$ cat src/rtl/pif_joybus_cmd_parser.sv
// rtl/pif_joybus_cmd_parser.sv - PIF RAM joybus command parser; optional macro PIF_RX_ERROR_FLAG_EN flags timeouts in the rx-length byte
module pif_joybus_cmd_parser #(
  parameter int unsigned NUM_CHANNELS = 5
) (
  input  logic        clk,
  input  logic        reset,
  input  logic        start,
  output logic        busy,
  output logic        done,
  output logic        overrun,
  output logic [3:0]  ram_addr,
  input  logic [31:0] ram_rdata,
  output logic        ram_wren,
  output logic [3:0]  ram_be,
  output logic [31:0] ram_wdata,
  output logic        jb_cmd_valid,
  input  logic        jb_cmd_ready,
  output logic [2:0]  jb_channel,
  output logic [5:0]  jb_tx_len,
  output logic [5:0]  jb_rx_len,
  output logic [7:0]  jb_tx_data,
  output logic        jb_tx_valid,
  input  logic        jb_tx_ready,
  input  logic [7:0]  jb_rx_data,
  input  logic        jb_rx_valid,
  input  logic        jb_done,
  input  logic        jb_timeout
);

  localparam logic [3:0] IDLE     = 4'd0;
  localparam logic [3:0] RD_REQ   = 4'd1;
  localparam logic [3:0] RD_WAIT  = 4'd2;
  localparam logic [3:0] DECODE   = 4'd3;
  localparam logic [3:0] RX_LEN   = 4'd4;
  localparam logic [3:0] ISSUE    = 4'd5;
  localparam logic [3:0] TX_FETCH = 4'd6;
  localparam logic [3:0] TX_SEND  = 4'd7;
  localparam logic [3:0] RX_WAIT  = 4'd8;
  localparam logic [3:0] ERR_WB   = 4'd9;
  localparam logic [3:0] FINISH   = 4'd10;

  logic [3:0] state;
  logic [5:0] ptr, rxlen_ptr, rx_ptr, tx_len, rx_len, k, wr_addr;
  logic [2:0] chan;
  logic [7:0] byte_q, wr_byte;
  logic       want_rxlen, wr_pend, fin_pend, overrun_q;

  // Big-endian lane select: byte 0 of a word sits in [31:24]
  function automatic logic [7:0] lane(input logic [31:0] w, input logic [1:0] a);
    case (a)
      2'd0:    lane = w[31:24];
      2'd1:    lane = w[23:16];
      2'd2:    lane = w[15:8];
      default: lane = w[7:0];
    endcase
  endfunction

  logic [5:0] tx_addr;
  logic [7:0] rx_start8, rx_end8;
  logic [2:0] chan_inc;
  logic       rx_take, rx_end, chan_ok;

  assign tx_addr   = rxlen_ptr + 6'd1 + k;
  assign rx_start8 = {2'b00, rxlen_ptr} + 8'd1 + {2'b00, tx_len};
  assign rx_end8   = rx_start8 + {2'b00, byte_q[5:0]};
  assign chan_inc  = (chan == 3'd7) ? 3'd7 : chan + 3'd1;
  assign chan_ok   = ({29'd0, chan} < NUM_CHANNELS);
  // Strobes beyond rx_len, or after jb_done was seen, are dropped
  assign rx_take   = (state == RX_WAIT) && jb_rx_valid && (k != rx_len) && !fin_pend;
  // A byte arriving with jb_done is written before the state moves on
  assign rx_end    = (state == RX_WAIT) && (jb_done || fin_pend) && !rx_take;

`ifdef PIF_RX_ERROR_FLAG_EN
  logic       timeout_q, rx_tmo;
  logic [1:0] err_step;
  assign rx_tmo = fin_pend ? timeout_q : jb_timeout;
`else
  logic unused_timeout;
  assign unused_timeout = jb_timeout;
`endif

  // Parser sequencing: byte reads, command decode, engine handshakes
  always_ff @(posedge clk) begin
    if (reset) begin
      state      <= IDLE;
      ptr        <= '0;
      rxlen_ptr  <= '0;
      rx_ptr     <= '0;
      tx_len     <= '0;
      rx_len     <= '0;
      k          <= '0;
      wr_addr    <= '0;
      chan       <= '0;
      byte_q     <= '0;
      wr_byte    <= '0;
      want_rxlen <= 1'b0;
      wr_pend    <= 1'b0;
      fin_pend   <= 1'b0;
      overrun_q  <= 1'b0;
`ifdef PIF_RX_ERROR_FLAG_EN
      timeout_q  <= 1'b0;
      err_step   <= '0;
`endif
    end else begin
      wr_pend <= rx_take;
      case (state)
        IDLE: if (start) begin
          state      <= RD_REQ;
          ptr        <= '0;
          chan       <= '0;
          overrun_q  <= 1'b0;
          want_rxlen <= 1'b0;
          fin_pend   <= 1'b0;
        end
        RD_REQ: state <= RD_WAIT;
        RD_WAIT: begin
          byte_q <= lane(ram_rdata, ptr[1:0]);
          state  <= want_rxlen ? RX_LEN : DECODE;
        end
        DECODE: begin
          if (ptr == 6'd63 || byte_q == 8'hFE) begin
            state <= FINISH;
          end else if (byte_q == 8'hFF || byte_q == 8'hFD) begin
            ptr   <= ptr + 6'd1;
            state <= RD_REQ;
          end else if (byte_q == 8'h00) begin
            ptr   <= ptr + 6'd1;
            chan  <= chan_inc;
            state <= RD_REQ;
          end else begin
            tx_len     <= byte_q[5:0];
            ptr        <= ptr + 6'd1;
            rxlen_ptr  <= ptr + 6'd1;
            want_rxlen <= 1'b1;
            state      <= RD_REQ;
          end
        end
        RX_LEN: begin
          want_rxlen <= 1'b0;
          rx_len     <= byte_q[5:0];
          rx_ptr     <= rx_start8[5:0];
          k          <= '0;
          if (rx_end8 > 8'd63) begin
            overrun_q <= 1'b1;
            state     <= FINISH;
          end else if (!chan_ok) begin
            ptr   <= rx_end8[5:0];
            chan  <= chan_inc;
            state <= RD_REQ;
          end else begin
            state <= ISSUE;
          end
        end
        ISSUE: if (jb_cmd_ready) state <= (tx_len == 6'd0) ? RX_WAIT : TX_FETCH;
        TX_FETCH: state <= TX_SEND;
        TX_SEND: if (jb_tx_ready) begin
          if (k == tx_len - 6'd1) begin
            k     <= '0;
            state <= RX_WAIT;
          end else begin
            k     <= k + 6'd1;
            state <= TX_FETCH;
          end
        end
        RX_WAIT: begin
          if (rx_take) begin
            wr_addr <= rx_ptr + k;
            wr_byte <= jb_rx_data;
            k       <= k + 6'd1;
          end
          if (rx_end) begin
            fin_pend <= 1'b0;
            ptr      <= rx_ptr + rx_len;
            chan     <= chan_inc;
`ifdef PIF_RX_ERROR_FLAG_EN
            err_step <= '0;
            state    <= rx_tmo ? ERR_WB : RD_REQ;
`else
            state    <= RD_REQ;
`endif
          end else if (jb_done) begin
            fin_pend  <= 1'b1;
`ifdef PIF_RX_ERROR_FLAG_EN
            timeout_q <= jb_timeout;
`endif
          end
        end
`ifdef PIF_RX_ERROR_FLAG_EN
        ERR_WB: begin
          err_step <= err_step + 2'd1;
          if (err_step == 2'd1) byte_q <= lane(ram_rdata, rxlen_ptr[1:0]);
          if (err_step == 2'd2) state <= RD_REQ;
        end
`else
        ERR_WB: state <= RD_REQ;
`endif
        FINISH: state <= IDLE;
        default: state <= IDLE;
      endcase
    end
  end

  // RAM port: read addresses per state; DECODE/RX_LEN prefetch word 15 for the FINISH RMW
  always_comb begin
    ram_addr  = '0;
    ram_wren  = 1'b0;
    ram_be    = '0;
    ram_wdata = '0;
    case (state)
      RD_REQ, RD_WAIT:   ram_addr = ptr[5:2];
      DECODE, RX_LEN:    ram_addr = 4'hF;
      TX_FETCH, TX_SEND: ram_addr = tx_addr[5:2];
      RX_WAIT: begin
        ram_addr = wr_addr[5:2];
        if (wr_pend) begin
          ram_wren  = 1'b1;
          ram_be    = 4'b1000 >> wr_addr[1:0];
          ram_wdata = {4{wr_byte}};
        end
      end
`ifdef PIF_RX_ERROR_FLAG_EN
      ERR_WB: begin
        ram_addr = rxlen_ptr[5:2];
        if (err_step == 2'd2) begin
          ram_wren  = 1'b1;
          ram_be    = 4'b1000 >> rxlen_ptr[1:0];
          ram_wdata = {4{byte_q | 8'h80}};
        end
      end
`endif
      FINISH: begin
        ram_addr  = 4'hF;
        ram_wren  = 1'b1;
        ram_be    = 4'b0001;
        ram_wdata = {4{ram_rdata[7:0] & 8'hFE}};
      end
      default: ;
    endcase
  end

  assign busy         = (state != IDLE);
  assign done         = (state == FINISH);
  assign overrun      = overrun_q;
  assign jb_cmd_valid = (state == ISSUE);
  assign jb_channel   = (state == ISSUE) ? chan : 3'd0;
  assign jb_tx_len    = (state == ISSUE) ? tx_len : 6'd0;
  assign jb_rx_len    = (state == ISSUE) ? rx_len : 6'd0;
  assign jb_tx_valid  = (state == TX_SEND);
  assign jb_tx_data   = (state == TX_SEND) ? lane(ram_rdata, tx_addr[1:0]) : 8'd0;

endmodule

$ cat config.mk
export PLATFORM = sky130hd
export DESIGN_NAME = pif_joybus_cmd_parser
export DESIGN_NICKNAME = d
export VERILOG_FILES = /design/src/rtl/pif_joybus_cmd_parser.sv
export SDC_FILE = /design/constraint.sdc
export NUM_CORES = 1
export LEC_CHECK = 0
export BUFFER_PORTS_ARGS = -buffer_cell sky130_fd_sc_hd__buf_2
export CORE_UTILIZATION = 57
export CTS_BUF_LIST = sky130_fd_sc_hd__clkbuf_2 sky130_fd_sc_hd__clkbuf_4 sky130_fd_sc_hd__clkbuf_8
export DETAILED_ROUTE_END_ITERATION = 7
export MAX_ROUTING_LAYER = met4
export PLACE_DENSITY = 0.81
export SLEW_MARGIN = 0
export SYNTH_ARGS = -nofsm -noshare
export SYNTH_HDL_FRONTEND = slang
export SYNTH_SLANG_ARGS = --single-unit
$ cat constraint.sdc
create_clock -name clk -period 3.7 [get_ports clk]
set_clock_uncertainty 0.2 [all_clocks]
set_input_delay 0.37 -clock clk [delete_from_list [all_inputs] [get_ports clk]]
set_output_delay 0.37 -clock clk [all_outputs]
set_load 0.01 [all_outputs]
After elaboration in Yosys (flattened, before gate mapping)
Cells that the tools add are included.
- add/sub/neg operators: 11
- $lt $le $gt $ge: 2
- equal/unequal tests: 34
- shift operators: 1
- multiplexer cells: 53
- bitwise logic cells: 3
- reduce and logical (&&, ||, !) cells: 33
- operator list (cell ; count):
    32-bit one-hot mux with 2 select lines ; 1
    6-bit two-way mux ; 10
    8-bit one-hot mux with 3 select lines ; 2
    4-bit one-hot mux with 10 select lines ; 1
    4-bit two-way mux ; 9
    3-bit two-way mux ; 11
    32-bit two-way mux ; 1
    8-bit equality test (second input constant) ; 3
    6-bit one-hot mux with 4 select lines ; 1
    2-bit != test (second input constant) ; 10
    6-bit by 1-bit adder with 6-bit output (second input constant) ; 3
    6-bit adder ; 3
    6-bit one-hot mux with 3 select lines ; 1
    4-bit by 3-bit equality test with 1-bit output (second input constant) ; 4
    4-bit one-hot mux with 4 select lines ; 1
    4-bit equality test (second input constant) ; 3
    3-bit one-hot mux with 4 select lines ; 1
    3-bit AND reduction ; 3
    7-bit by 6-bit adder with 8-bit output ; 1
    8-bit by 6-bit adder with 8-bit output ; 1
    4-bit by 2-bit equality test with 1-bit output (second input constant) ; 2
    8-bit by 6-bit > comparator with 1-bit output (second input constant) ; 1
    8-bit zero test ; 1
    1-bit two-way mux ; 8
    other kinds (35) ; 55
- flip-flop bits (word level): 69
- input port bits: 48
- output and inout bits: 69
- word-level logic and storage cells: 152

Logic depth before layout (Yosys ltp)
- depth after elaboration: 8
- depth in mapped cells: 15
- depth with buffers taken out: 15

Worst setup path before layout
OpenSTA, ideal clock, no wires.
- path kind: reg-to-reg
- start point: register tx_len[0]
- end point: register ptr[0]
- arrival: 2.964 ns
- data required time: 3.414 ns
- setup slack: 0.450 ns
- stages on the path, launching flop included: 13
- buffers on the path: 0
- clock period less this slack: 3.250 ns
- cell sequence: dfxtp_1 inv_1 ha_1 fa_1 nor2b_1 o21ai_0 a21boi_0 ha_1 a21oi_1 o211ai_1 mux2i_1 o21ai_2 a221oi_2
- cells in the longest elaborated chain, start to end: 5
- elaborated cells on any way between the ends: 8
- those cells by class: add/sub (2); order compare (1); eq/ne (1); mux (3); reduce/logical (1)
- ends and longest elaborated chain (element ; line ; source):
    start: declaration ; 43 ; logic [5:0] ptr, rxlen_ptr, rx_ptr, tx_len, rx_len, k, wr_addr;
    start signal: assignment ; 131 ; tx_len <= byte_q[5:0];
    7-bit by 6-bit adder with 8-bit output ; 64 ; assign rx_start8 = {2'b00, rxlen_ptr} + 8'd1 + {2'b00, tx_len};
    named net rx_start8[4] ; 59 ; logic [7:0] rx_start8, rx_end8;
    8-bit by 6-bit adder with 8-bit output ; 65 ; assign rx_end8 = rx_start8 + {2'b00, byte_q[5:0]};
    8-bit by 6-bit > comparator with 1-bit output ; 143 ; if (rx_end8 > 8'd63) begin
    2-bit != test (no source line) ; n/a ;
    6-bit AND reduction (no source line) ; n/a ;
    end signal: assignment ; 132 ; ptr <= ptr + 6'd1;
    end signal: assignment ; 147 ; ptr <= rx_end8[5:0];
    end signal: assignment ; 173 ; ptr <= rx_ptr + rx_len;
    end: declaration ; 43 ;
The timed path passes the listed nets, and every way through them passes these cells. The select of a mux whose other input is x is not followed.
A chain may end at the register's enable or synchronous reset.

Worst setup path in the final report
- start point: register tx_len[0]
- end point: register chan[0]
- cells in the longest elaborated chain, start to end: 5
- ends and longest elaborated chain (element ; line ; source):
    7-bit by 6-bit adder with 8-bit output ; 64 ;
    named net rx_start8[4] ; 59 ;
    8-bit by 6-bit adder with 8-bit output ; 65 ;
    8-bit by 6-bit > comparator with 1-bit output ; 143 ;
    2-bit != test (no source line) ; n/a ;
    8-bit AND reduction (no source line) ; n/a ;
    end signal: assignment ; 128 ; chan <= chan_inc;
    end signal: assignment ; 148 ; chan <= chan_inc;
    end signal: assignment ; 174 ; chan <= chan_inc;
    end: declaration ; 44 ; logic [2:0] chan;
The timed path passes the listed nets, and every way through them passes these cells.

==> flow_metrics.py <==
metrics = {
    "final_layout": {
        "multi_input_area_mm2": 0.00367,
        "syn_to_final_growth_pct": 13.1,
        "fin_nets": 839,
        "fill_cells": 834,
        "final_area_mm2": 0.00625,
        "final-seq-area_mm2": 0.00138,
        "antenna_cells": 0,
        "layout_common_cells": "buf_2, nand2_1, dfxtp_1",
        "drive_above_1_share": 0.246,
        "layout_commonest_cell": "buf_2",
    },
    "yosys": {
        "synthCells": 668,
        "synth_flop_cell": "dfxtp_1",
        "yosys_warnings": 0,
        "yosys.area.top_type": "dfxtp_1",
        "synth.yosys.seq_area_share": 0.250,
        "syn_avg_cell_area_um2": 8.27,
        "async_flop_share": 0,
        "syn-num-nets": 756,
        "synth_seq_cells": 69,
        "synth_area_leaders": "dfxtp_1, ha_1, nand2_1",
        "synth_cell_type_count": 77,
        "synth_edf_count": 0,
        "synth_top_area_share": 0.250,
        "syn-cell-area_mm2": 0.00553,
    },
    "detailed_routing": {
        "avgRoutedWirePerCell_um": 19.1,
        "vias": 5379,
        "drc_errors": 0,
        "ant_nets": 0,
        "routed_wl_um": 16900,
        "via_per_inst": 6.08,
        "first_iter_violations": 298,
        "drtPass1Iterations": 5,
    },
    "critical_path": {
        "worstPathArrival_ns": 3.53,
        "rr_worst_depth": 15,
        "critPathMaxFanout": 5,
        "critPathKind": "reg2reg",
        "setup.worst_path.end_class": "register",
        "r2r-end": "chan[0]",
        "required_ns": 3.73,
        "reg2reg_from": "tx_len[0]",
        "r2r_setup_slack_ns": 0.20,
        "cp-start-kind": "register",
    },
    "floorplan": {
        "die_w_um": 100,
        "initial_core_util": 0.592,
        "die_area_mm2": 0.0101,
        "core_area_mm2": 0.00933,
        "fp-row-count": 35,
        "io-pin-count": 117,
        "die_h_um": 100,
    },
    "clocking": {
        "clock_path_buffers": 2,
        "cts_tree": "done",
        "path_clk_slew_ns": 0.09,
        "htreeDepth": 3,
        "cts_sinks": 69,
        "cts_buffers": 9,
        "postCtsHoldBufs": 0,
        "cts_resized": 0,
        "clock_latency_ns": 0.35,
        "cts_setup_buffers": 0,
        "ctsRootBufferMaster": "clkbuf_8",
    },
    "min_path": {
        "holdPathEnd": "wr_byte[0]",
        "min_path_type": "in2reg",
        "worstHoldStart": "jb_rx_data[0]",
        "hold_depth": 3,
    },
    "pwr": {
        "vdd_drop_max_mv": 0.198,
        "p_leak_nw": 2.73,
        "p_int_mw": 1.28,
        "pwr-share-comb": 0.172,
        "clkPwrFrac": 0.393,
        "p_sw_uw": 527,
        "seqPwrFrac": 0.435,
        "power.density_mw_per_mm2": 289,
        "swShare": 0.291,
    },
    "grt": {
        "gr-usage-all-layers": 0.350,
        "antenna_found_initial": 0,
        "grt_pass1_wl_um": 26200,
        "gr-total-overflow": 0,
        "grt_pass1_vias": 4978,
        "grt_max_degree": 34,
    },
    "job": {
        "max-cap-violations": 0,
    },
    "sta": {
        "post-route-period-util": 0.946,
        "hold_viol_final": 0,
        "tns_ns": 0,
        "clock.fmax_mhz": 286,
        "min_period_ns": 3.50,
        "rsz0062_at_grt": "false",
        "worst_pin_slew_ns": 0.774,
        "timing.final.max_slew_violations": 0,
        "slew-limit-headroom": 0.482,
        "setup_violations": 0,
    },
    "placement": {
        "portBuffers": 115,
        "placed_cell_area_mm2": 0.00602,
        "place.gp.congestion": 0.996,
        "hpwlAfterDp_um": 13000,
    },
    "run_status": {
        "status": "complete, no violations",
    },
}
[per-layer routing]
layer  global-route usage  up-vias  part of all wire
li1                     -     2552                 -
met1                0.438     2539              0.42
met2                0.542      246              0.46
met3               0.0818       42             0.083
met4                0.147        0             0.033
met5                    -        -                 0
[synth_stat cells, types with 3 or more instances]
cell and n:
a2111oi_0 3, a211oi_1 3, a211oi_2 5, a21boi_0 3, a21o_1 5, a21oi_1 50, a221oi_2 3, a222oi_1 8
a22o_1 7, a31o_2 3, and2_1 21, and3_1 6, buf_2 5, buf_4 24, clkbuf_1 26, dfxtp_1 69
fa_1 5, ha_1 35, inv_1 29, mux2i_1 26, mux4_2 8, nand2_1 70, nand2b_1 5, nand3_1 13
nand4_1 4, nor2_1 52, nor2b_1 6, nor3_1 16, nor3b_1 3, o211a_1 3, o211ai_1 5, o21a_1 6
o21ai_0 33, o21ai_1 7, o221ai_1 3, o22ai_1 3, o31ai_1 3, or2_2 3, or4b_1 3, xnor2_1 20
xor2_1 18
[per-stage QoR]
step | worst slack, ns | power, mW | util | std cells | hold slack [ns]
after global routing | 0.0128 | 1.88 | 0.670 | 885 | 0.0592
after CTS | 0.0557 | 1.81 | 0.669 | 885 | 0.0505
final | 0.201 | 1.81 | 0.670 | 885 | 0.0553
after global placement | 0.166 | 1.10 | 0.645 | 869 | 0.241
after detailed placement | 0.0901 | 1.11 | 0.645 | 869 | 0.246
after floorplan | 0.450 | 0.993 | - | 668 | 0.229
[layout make-up]
type	instances	share of cell area
well taps	129	0.0258
repair buffers	131	0.111
clock inverters	6	0.0138
clock buffers	10	0.0220
multi-input cells	510	0.588
flip-flops and latches	69	0.221
inverters	30	0.0180
[registers in the layout, indices dropped and copies added (netlist names)]
name        flops
byte_q          8
chan            3
fin_pend        1
k               6
overrun         1
ptr             6
rx_len          6
rx_ptr          6
rxlen_ptr       6
state           4
tx_len          6
want_rxlen      1
wr_addr         6
wr_byte         8
wr_pend         1
[power groups by stage]
stage | registers [mW] | logic, mW | clock network (mW)
2_1_floorplan | 0.789 | 0.204 | 0
3_3_place_gp | 0.804 | 0.297 | 0
3_5_place_dp | 0.804 | 0.303 | 0
4_1_cts | 0.786 | 0.305 | 0.715
5_1_grt | 0.790 | 0.337 | 0.749
6_report | 0.787 | 0.311 | 0.710
[worst max-delay path by stage]
stage | from | endpoint | slack (ns)
after CTS | tx_len[0] | chan[0] | 0.06
after global placement | tx_len[0] | chan[1] | 0.17
after floorplan | tx_len[0] | ptr[0] | 0.45
final | tx_len[0] | chan[0] | 0.20
after global routing | rxlen_ptr[1] | chan[0] | 0.01
after detailed placement | tx_len[0] | chan[0] | 0.09
[cell families (layout without fill, tap and decap cells)]
logic type,Yosys count,count (layout),synth area share
and+or+nand+nor,220,220,0.199
AOI/OAI and AO/OA,178,178,0.227
buffers and inverters,89,177,0.0865
DFF,69,69,0.250
adders and majority gates,40,40,0.0974
xor gates and xnor gates,38,38,0.0602
muxes,34,34,0.0797
[worst max-delay path, stage by stage, from the launching register on]
cell and delay [ns]:
dfxtp_2 0.38, inv_1 0.11, ha_1 0.23, fa_1 0.42
nor2b_2 0.16, o31ai_1 0.09, a21boi_0 0.14, buf_4 0.16
ha_1 0.35, nand3b_1 0.09, a21oi_1 0.12, o211ai_1 0.12
mux2i_2 0.31, buf_4 0.20, o211ai_2 0.13, mux2i_1 0.16
(Power assumes the default switching activity.)
